<file path="config.mk">
export PLATFORM = sky130hd
export DESIGN_NAME = booth_r4_mult
export DESIGN_NICKNAME = d
export VERILOG_FILES = /design/src/rtl/booth_r4_mult.sv
export SDC_FILE = /design/constraint.sdc
export NUM_CORES = 1
export LEC_CHECK = 0
export BUFFER_PORTS_ARGS = -buffer_cell sky130_fd_sc_hd__buf_2
export CAP_MARGIN = 20
export CELL_PAD_IN_SITES_DETAIL_PLACEMENT = 0
export CELL_PAD_IN_SITES_GLOBAL_PLACEMENT = 1
export CORE_ASPECT_RATIO = 1.2
export CORE_MARGIN = 5
export CORE_UTILIZATION = 48
export DETAILED_ROUTE_END_ITERATION = 6
export GPL_TIMING_DRIVEN = 0
export PLACE_DENSITY = 0.9
export SLEW_MARGIN = 15
export SYNTH_ARGS = -nofsm -noshare
export SYNTH_HDL_FRONTEND = slang
export SYNTH_SLANG_ARGS = --single-unit
</file>
<file path="constraint.sdc">
create_clock -name clk -period 5.64 [get_ports clk]
set_clock_uncertainty 0.1 [all_clocks]
set_input_delay 0.282 -clock clk [delete_from_list [all_inputs] [get_ports clk]]
set_output_delay 0.282 -clock clk [all_outputs]
set_load 0.01 [all_outputs]
</file>
<file path="src/rtl/booth_r4_mult.sv">
// rtl/booth_r4_mult.sv - radix-4 Booth sequential multiplier with valid/ready handshakes
//
// Purpose: multiplies op_a by op_b (signed or unsigned per operation),
// retiring two multiplier bits per clock. Product width is 2N and exact.
//
// Ports:
//   clk          clock, rising edge
//   rst_n        asynchronous active-low reset
//   in_valid     operation presented
//   in_ready     idle and able to accept an operation
//   op_a         multiplicand, N bits
//   op_b         multiplier, N bits
//   signed_mode  1 = two's complement operands, 0 = unsigned operands
//   busy         operation in flight or result waiting
//   out_valid    product valid, held until accepted
//   out_ready    consumer accepts the product
//   product      2N-bit product, held until the next result or reset
module booth_r4_mult #(
  parameter int N = 8
) (
  input  logic           clk,
  input  logic           rst_n,
  input  logic           in_valid,
  output logic           in_ready,
  input  logic [N-1:0]   op_a,
  input  logic [N-1:0]   op_b,
  input  logic           signed_mode,
  output logic           busy,
  output logic           out_valid,
  input  logic           out_ready,
  output logic [2*N-1:0] product
);

  // Extended operand width: always even and at least one bit wider than N,
  // so zero-extended unsigned operands read as non-negative signed values.
  localparam int W  = (N % 2 == 0) ? N + 2 : N + 1;
  localparam int K  = W / 2;
  localparam int CW = $clog2(K + 1);

  localparam logic [1:0] S_IDLE = 2'd0;
  localparam logic [1:0] S_CALC = 2'd1;
  localparam logic [1:0] S_DONE = 2'd2;

  logic [1:0]    state;
  logic [CW-1:0] step;
  logic [W:0]    mcand;     // sign-extended multiplicand, room for +-2M
  logic [2*W:0]  acc;       // {upper half, multiplier, Booth bit q[-1]}

  logic [W-1:0]  a_ext;
  logic [W-1:0]  b_ext;
  logic [W+1:0]  m1;
  logic [W+1:0] m2;
  logic [W+1:0]  sel;
  logic [W+1:0]  sum;
  logic [2*W:0]  acc_next;

  always_comb begin
    a_ext = signed_mode ? {{(W-N){op_a[N-1]}}, op_a} : {{(W-N){1'b0}}, op_a};
    b_ext = signed_mode ? {{(W-N){op_b[N-1]}}, op_b} : {{(W-N){1'b0}}, op_b};
    m1    = {mcand[W], mcand};
    m2    = {mcand, 1'b0};
    case (acc[2:0])
      3'b001, 3'b010: sel = m1;
      3'b011:         sel = m2;
      3'b100:         sel = '0 - m2;
      3'b101, 3'b110: sel = '0 - m1;
      default:        sel = '0;
    endcase
    // Upper half is sign-extended by two bits so the +-2M sum cannot wrap;
    // the arithmetic shift by 2 then drops those bits back out.
    sum      = {{2{acc[2*W]}}, acc[2*W:W+1]} + sel;
    acc_next = {sum, acc[W:2]};
  end

  always_ff @(posedge clk or negedge rst_n) begin
    if (!rst_n) begin
      state   <= S_IDLE;
      step    <= '0;
      mcand   <= '0;
      acc     <= '0;
      product <= '0;
    end else begin
      case (state)
        S_IDLE: begin
          if (in_valid) begin
            mcand <= {a_ext[W-1], a_ext};
            acc   <= {{W{1'b0}}, b_ext, 1'b0};
            step  <= '0;
            state <= S_CALC;
          end
        end
        S_CALC: begin
          acc  <= acc_next;
          step <= step + CW'(1);
          if (step == CW'(K - 1)) begin
            product <= acc_next[2*N:1];
            state   <= S_DONE;
          end
        end
        S_DONE: begin
          if (out_ready) state <= S_IDLE;
        end
        default: state <= S_IDLE;
      endcase
    end
  end

  assign in_ready  = (state == S_IDLE);
  assign busy      = (state != S_IDLE);
  assign out_valid = (state == S_DONE);

endmodule

</file>
* After elaboration in Yosys (flattened, before gate mapping)
Cells that the tools add are included. W data, S select, Z words.
Word-level totals: logic and storage cells 41, bits in registers 52, output and inout port bits 19
Operators by class: mux-type cells 11, reduce and logical (&&, ||, !) cells 9, eq/ne operators 12, add/subtract/negate cells 4
Operators with widths (count):
- $pmux W12 S4 | 1
- $pmux W21 S2 | 1
- $mux W21 | 1
- $mux W10 | 2
- $add A12 B12 Y12 | 1
- $eq A3 B3 Y1 const B | 4
- $sub A1 B11 Y12 const A | 1
- $sub A1 B10 Y11 const A | 1
- $eq A3 B2 Y1 const B | 2
- $mux W2 | 3
- $pmux W2 S3 | 1
- $pmux W3 S2 | 1
- $reduce_and A2 Y1 | 3
- $ne A2 B2 Y1 const B | 2
- $reduce_bool A2 Y1 | 2
- $reduce_or A2 Y1 | 2
- $add A3 B1 Y3 const B | 1
- $eq A3 B1 Y1 const B | 1
- $mux W3 | 1
- $reduce_and A3 Y1 | 1
- $eq A2 B1 Y1 const B | 1
- $eq A2 B2 Y1 const B | 1
- $logic_not A2 Y1 | 1
- $ne A2 B1 Y1 const B | 1

* Logic depth before layout (Yosys ltp)
depth after elaboration 5, gate-level depth with buffers 14

* Worst setup path after synthesis
OpenSTA, ideal clock, no wires.
path kind register to register, start reg mcand[0], end reg acc[20], path slack 2281 ps, required time 5419 ps, cell stages (with the launch flop) 15, arrival time 3138 ps, period minus slack after synthesis 3359 ps, path through dfrtp_1 > inv_1 > ha_1 > or4b_4 > o21ai_1 > xnor2_1 > a221oi_1 > a31oi_1 > ha_1 > a21o_1 > a31oi_1 > nor2_1 > a2111oi_2 > xnor2_1 > a22o_1
Between the ends: longest elaborated chain between the ends 4
Ends and longest elaborated chain:
- start, declared | RTL line 46 | logic [W:0] mcand;
- start signal, assigned | RTL line 86 | mcand <= {a_ext[W-1], a_ext};
- $sub A1 B11 Y12 / $sub A1 B10 Y11 (equally long branches) | RTL line 65, 66
- $pmux W12 S4 (*) | RTL line 62 | case (acc[2:0])
- $add A12 B12 Y12 (*) | RTL line 71 | sum = {{2{acc[2*W]}}, acc[2*W:W+1]} + sel;
- $pmux W21 S2 (*) | RTL line 83 | case (state)
- end signal, assigned | RTL line 87 | acc <= {{W{1'b0}}, b_ext, 1'b0};
- end signal, assigned | RTL line 93 | acc <= acc_next;
- end, declared | RTL line 47 | logic [2*W:0] acc;
Mark *: on every way between the ends. The rest lies on a longest branch, timed or not. A chain may end at the register's enable or synchronous reset.

* Worst setup path in the final report
Same ends and word-level chain as after synthesis.

==> run_results.csv <==
group,metric,value,unit
logic_synthesis,ys_warn_count,0,
setup_path,rrSetupSlack,1.81,ns
setup_path,reg2regPathDepth,14,
routing,routed_via_density,5.555,
layout,stdcell_count,474,
clock_network,post_cts_resize_count,0,
clock_network,cts_tree,"built",
logic_synthesis,seq_area_frac_synth,0.4069,
setup_path,r2r-end,"acc[20]",
setup_path,worstPathRequired,5.75,ns
clock_network,path_clk_slew,0.10,ns
power,switching_power,1.182,mW
logic_synthesis,synthesis.area,0.003137,mm²
setup_path,crit_path_cell_trace,"inv_1, ha_1, or4b_4, o21ai_1, xnor2_1, a221oi_1, a31oi_1, ha_1, a21o_1, a31oi_1, nor2_1, a2111oi_2, xnor2_1, a22o_1",
layout,design_area,0.003553,mm²
floorplanning,dieArea,0.008258,mm²
sta,min_period_over_period,0.6798,
grt,grt_max_degree,28,
routing,wl,7551,µm
setup_path,crit_slowest_cell,"or4b_4",
grt,grt-ovfl-total,0,
power,switching_share,0.4715,
routing,vias,2633,
placed_design,gp_congestion,0.8485,
logic_synthesis,avgSynthCellArea,9.226,µm²
logic_synthesis,syn_inst,340,
clock_network,htree_levels,2,
sta,hold_violations,0,
sta,fin_crit,3.834,ns
setup_path,start_kind,"flop",
layout,antenna_cells,0,
setup_path,cp.arrival,3.94,ns
floorplanning,boundaryPins,40,
logic_synthesis,synth_top_flop_cell,"dfrtp_1",
sta,maxSlewViolCount,0,
routing,antenna_left,0,
min_path,hold_path_end,"state[1]",
power,clock_power_share,0.082,
sta,max_freq,0.2608,GHz
placed_design,pre_cts_slack,1.849,ns
power,seqPwrFrac,0.269,
setup_path,setup.worst_path.end_class,"flop",
min_path,holdPathStages,2,
grt,track_usage,0.1910,
power,p_leak,1.619,nW
floorplanning,start_util,0.4896,
floorplanning,core_area,0.006406,mm²
routing,first_pass_iters,4,
power,p_int,1.325,mW
grt,grt_pass1_vias,2725,
power,power_density,705.3,mW/mm²
sta,rsz0062_at_grt,"false",
sta,setup_ws,1.806,ns
clock_network,numCtsBuffers,5,
placed_design,placed_area,0.003458,mm²
routing,dr.first_iter.drc_count,196,
floorplanning,core.rowCount,32,
setup_path,path_max_fanout,6,
sta,setup_violations,0,
routing,drc,0,
placed_design,dpl.hpwl,5759,µm
power,combPwrFrac,0.648,
layout,drive_gt1_frac,0.1902,
placed_design,dp.cells,465,
sta,fin_hold_ws,0.07880,ns
logic_synthesis,synth_seq_cells,51,
sta,relSlewSlack,0.5949,
setup_path,max_stage_delay,0.54,ns
logic_synthesis,ys_types,47,
setup_path,path_class,"reg -> reg",
routing,wire_per_inst,15.93,µm
sta,timing.setup.tns,0,ns
job,cap_violations,0,
placed_design,port_buffers,39,
power,power,2.506,mW
grt,grt_pass1_wl,12940,µm
layout,nets,424,
clock_network,clkSinkCount,51,
setup_path,reg2reg_from,"mcand[0]",
clock_network,cts_buffer_depth,2,
clock_network,cts_root_buf,"clkbuf_8",
logic_synthesis,synth_edf_count,0,
sta,tightest_slew,0.6076,ns
clock_network,clk_latency,0.31,ns
logic_synthesis,synth_async_sr_flop_share,1.000,
power,peakVddDrop,0.3385,mV
floorplanning,die_y,98.56,µm
grt,antenna_found_initial,0,
layout,syn2layout_area_growth,13.28,%
min_path,hold_start,"out_ready",
logic_synthesis,synth_nets,376,
layout,fin_util,0.5547,
floorplanning,die_x,83.80,µm
min_path,hold_path.class,"in -> reg",
status,status,"completed",
critical path: cells and delay by family, from the launching register on:
kind,cells,cell delay [ns]
AOI/OAI and AO/OA,7,1.54
xor gates and xnor gates,2,0.26
adders and majority gates,2,0.64
buffers and inverters,1,0.11
DFF,1,0.44
and+or+nand+nor,2,0.63
repair_timing:
item | in CTS | in global routing
buffers inserted | 0 | 0
hold buffers | 1 | 0
endpoints found under the hold margin | 24 | 0
power groups by stage:
stage / combinational, mW / sequential [mW] / clock [mW]
3_5_place_dp: 1.61 / 0.682 / 0
3_3_place_gp: 1.58 / 0.672 / 0
2_1_floorplan: 1.22 / 0.671 / 0
6_report: 1.62 / 0.675 / 0.207
5_1_grt: 1.83 / 0.699 / 0.227
4_1_cts: 1.62 / 0.674 / 0.215
how the worst max path moves through the flow:
stage | from | endpoint | slack (ns) | depth (start not counted)
after floorplan | mcand[0] | acc[20] | 2.28 | 14
after global placement | mcand[0] | acc[20] | 1.94 | 14
after detailed placement | mcand[0] | acc[20] | 1.85 | 14
after CTS | mcand[0] | acc[20] | 1.83 | 14
after global routing | mcand[0] | acc[20] | 1.60 | 14
final | mcand[0] | acc[20] | 1.81 | 14
cells in the mapped netlist (5+ instances only):
library cell,count,share of area
mux2_2,15,0.054
xnor2_1,13,0.036
o22ai_1,7,0.014
xor2_1,7,0.020
a21o_1,6,0.014
mux2i_1,12,0.038
a21oi_1,11,0.018
a22oi_1,7,0.017
inv_1,13,0.016
dfrtp_1,51,0.41
ha_1,14,0.056
nand2_1,49,0.059
clkbuf_1,16,0.019
a31oi_1,6,0.012
o21ai_0,31,0.049
nor2_1,19,0.023
nand3_1,5,0.0080
routing by layer:
layer / GRT usage / up-vias / part of all wire
met3: 0.02592 / 9 / 0.030
met1: 0.2503 / 1275 / 0.46
met4: 0.06064 / 0 / 0.020
met5: 0 / - / 0
met2: 0.3276 / 55 / 0.50
li1: - / 1294 / -
sequential cells by signal, summed over array words and instances, names as in the netlist:
signal	flops
acc	21
product	16
mcand	9
step	3
state	2
final cells by class:
cell class,instances,area (µm²)
inverter,13,48.80
clock buffer,6,72.57
clock inverter,2,12.51
timing repair buffer,41,225.2
tap,85,106.4
sequential,51,1276
fill,610,2853
buffer,21,90.09
multi-input combinational,255,1722
logic make-up (layout without fill, tap and decap cells):
kind of cell,after synthesis,in the layout,synth area share
AND/OR/NAND/NOR,102,102,0.1548
AO/OA/AOI/OAI,91,91,0.1839
flip-flops,51,51,0.4069
buffers and inverters,34,83,0.04428
multiplexers,27,27,0.09214
XOR/XNOR,20,20,0.05584
adder cells (fa/ha/maj),15,15,0.06223
cell usage in the layout (no fill, tap or decap), types with 12 or more instances in the layout:
master and count:
mux2_2 15, ha_1 14, inv_1 13, o21ai_0 31, clkbuf_1 17, dfrtp_1 51, buf_2 42, xnor2_1 13
nor2_1 19, mux2i_1 12, nand2_1 49
No activity file was read; power rests on OpenSTA's default activity.
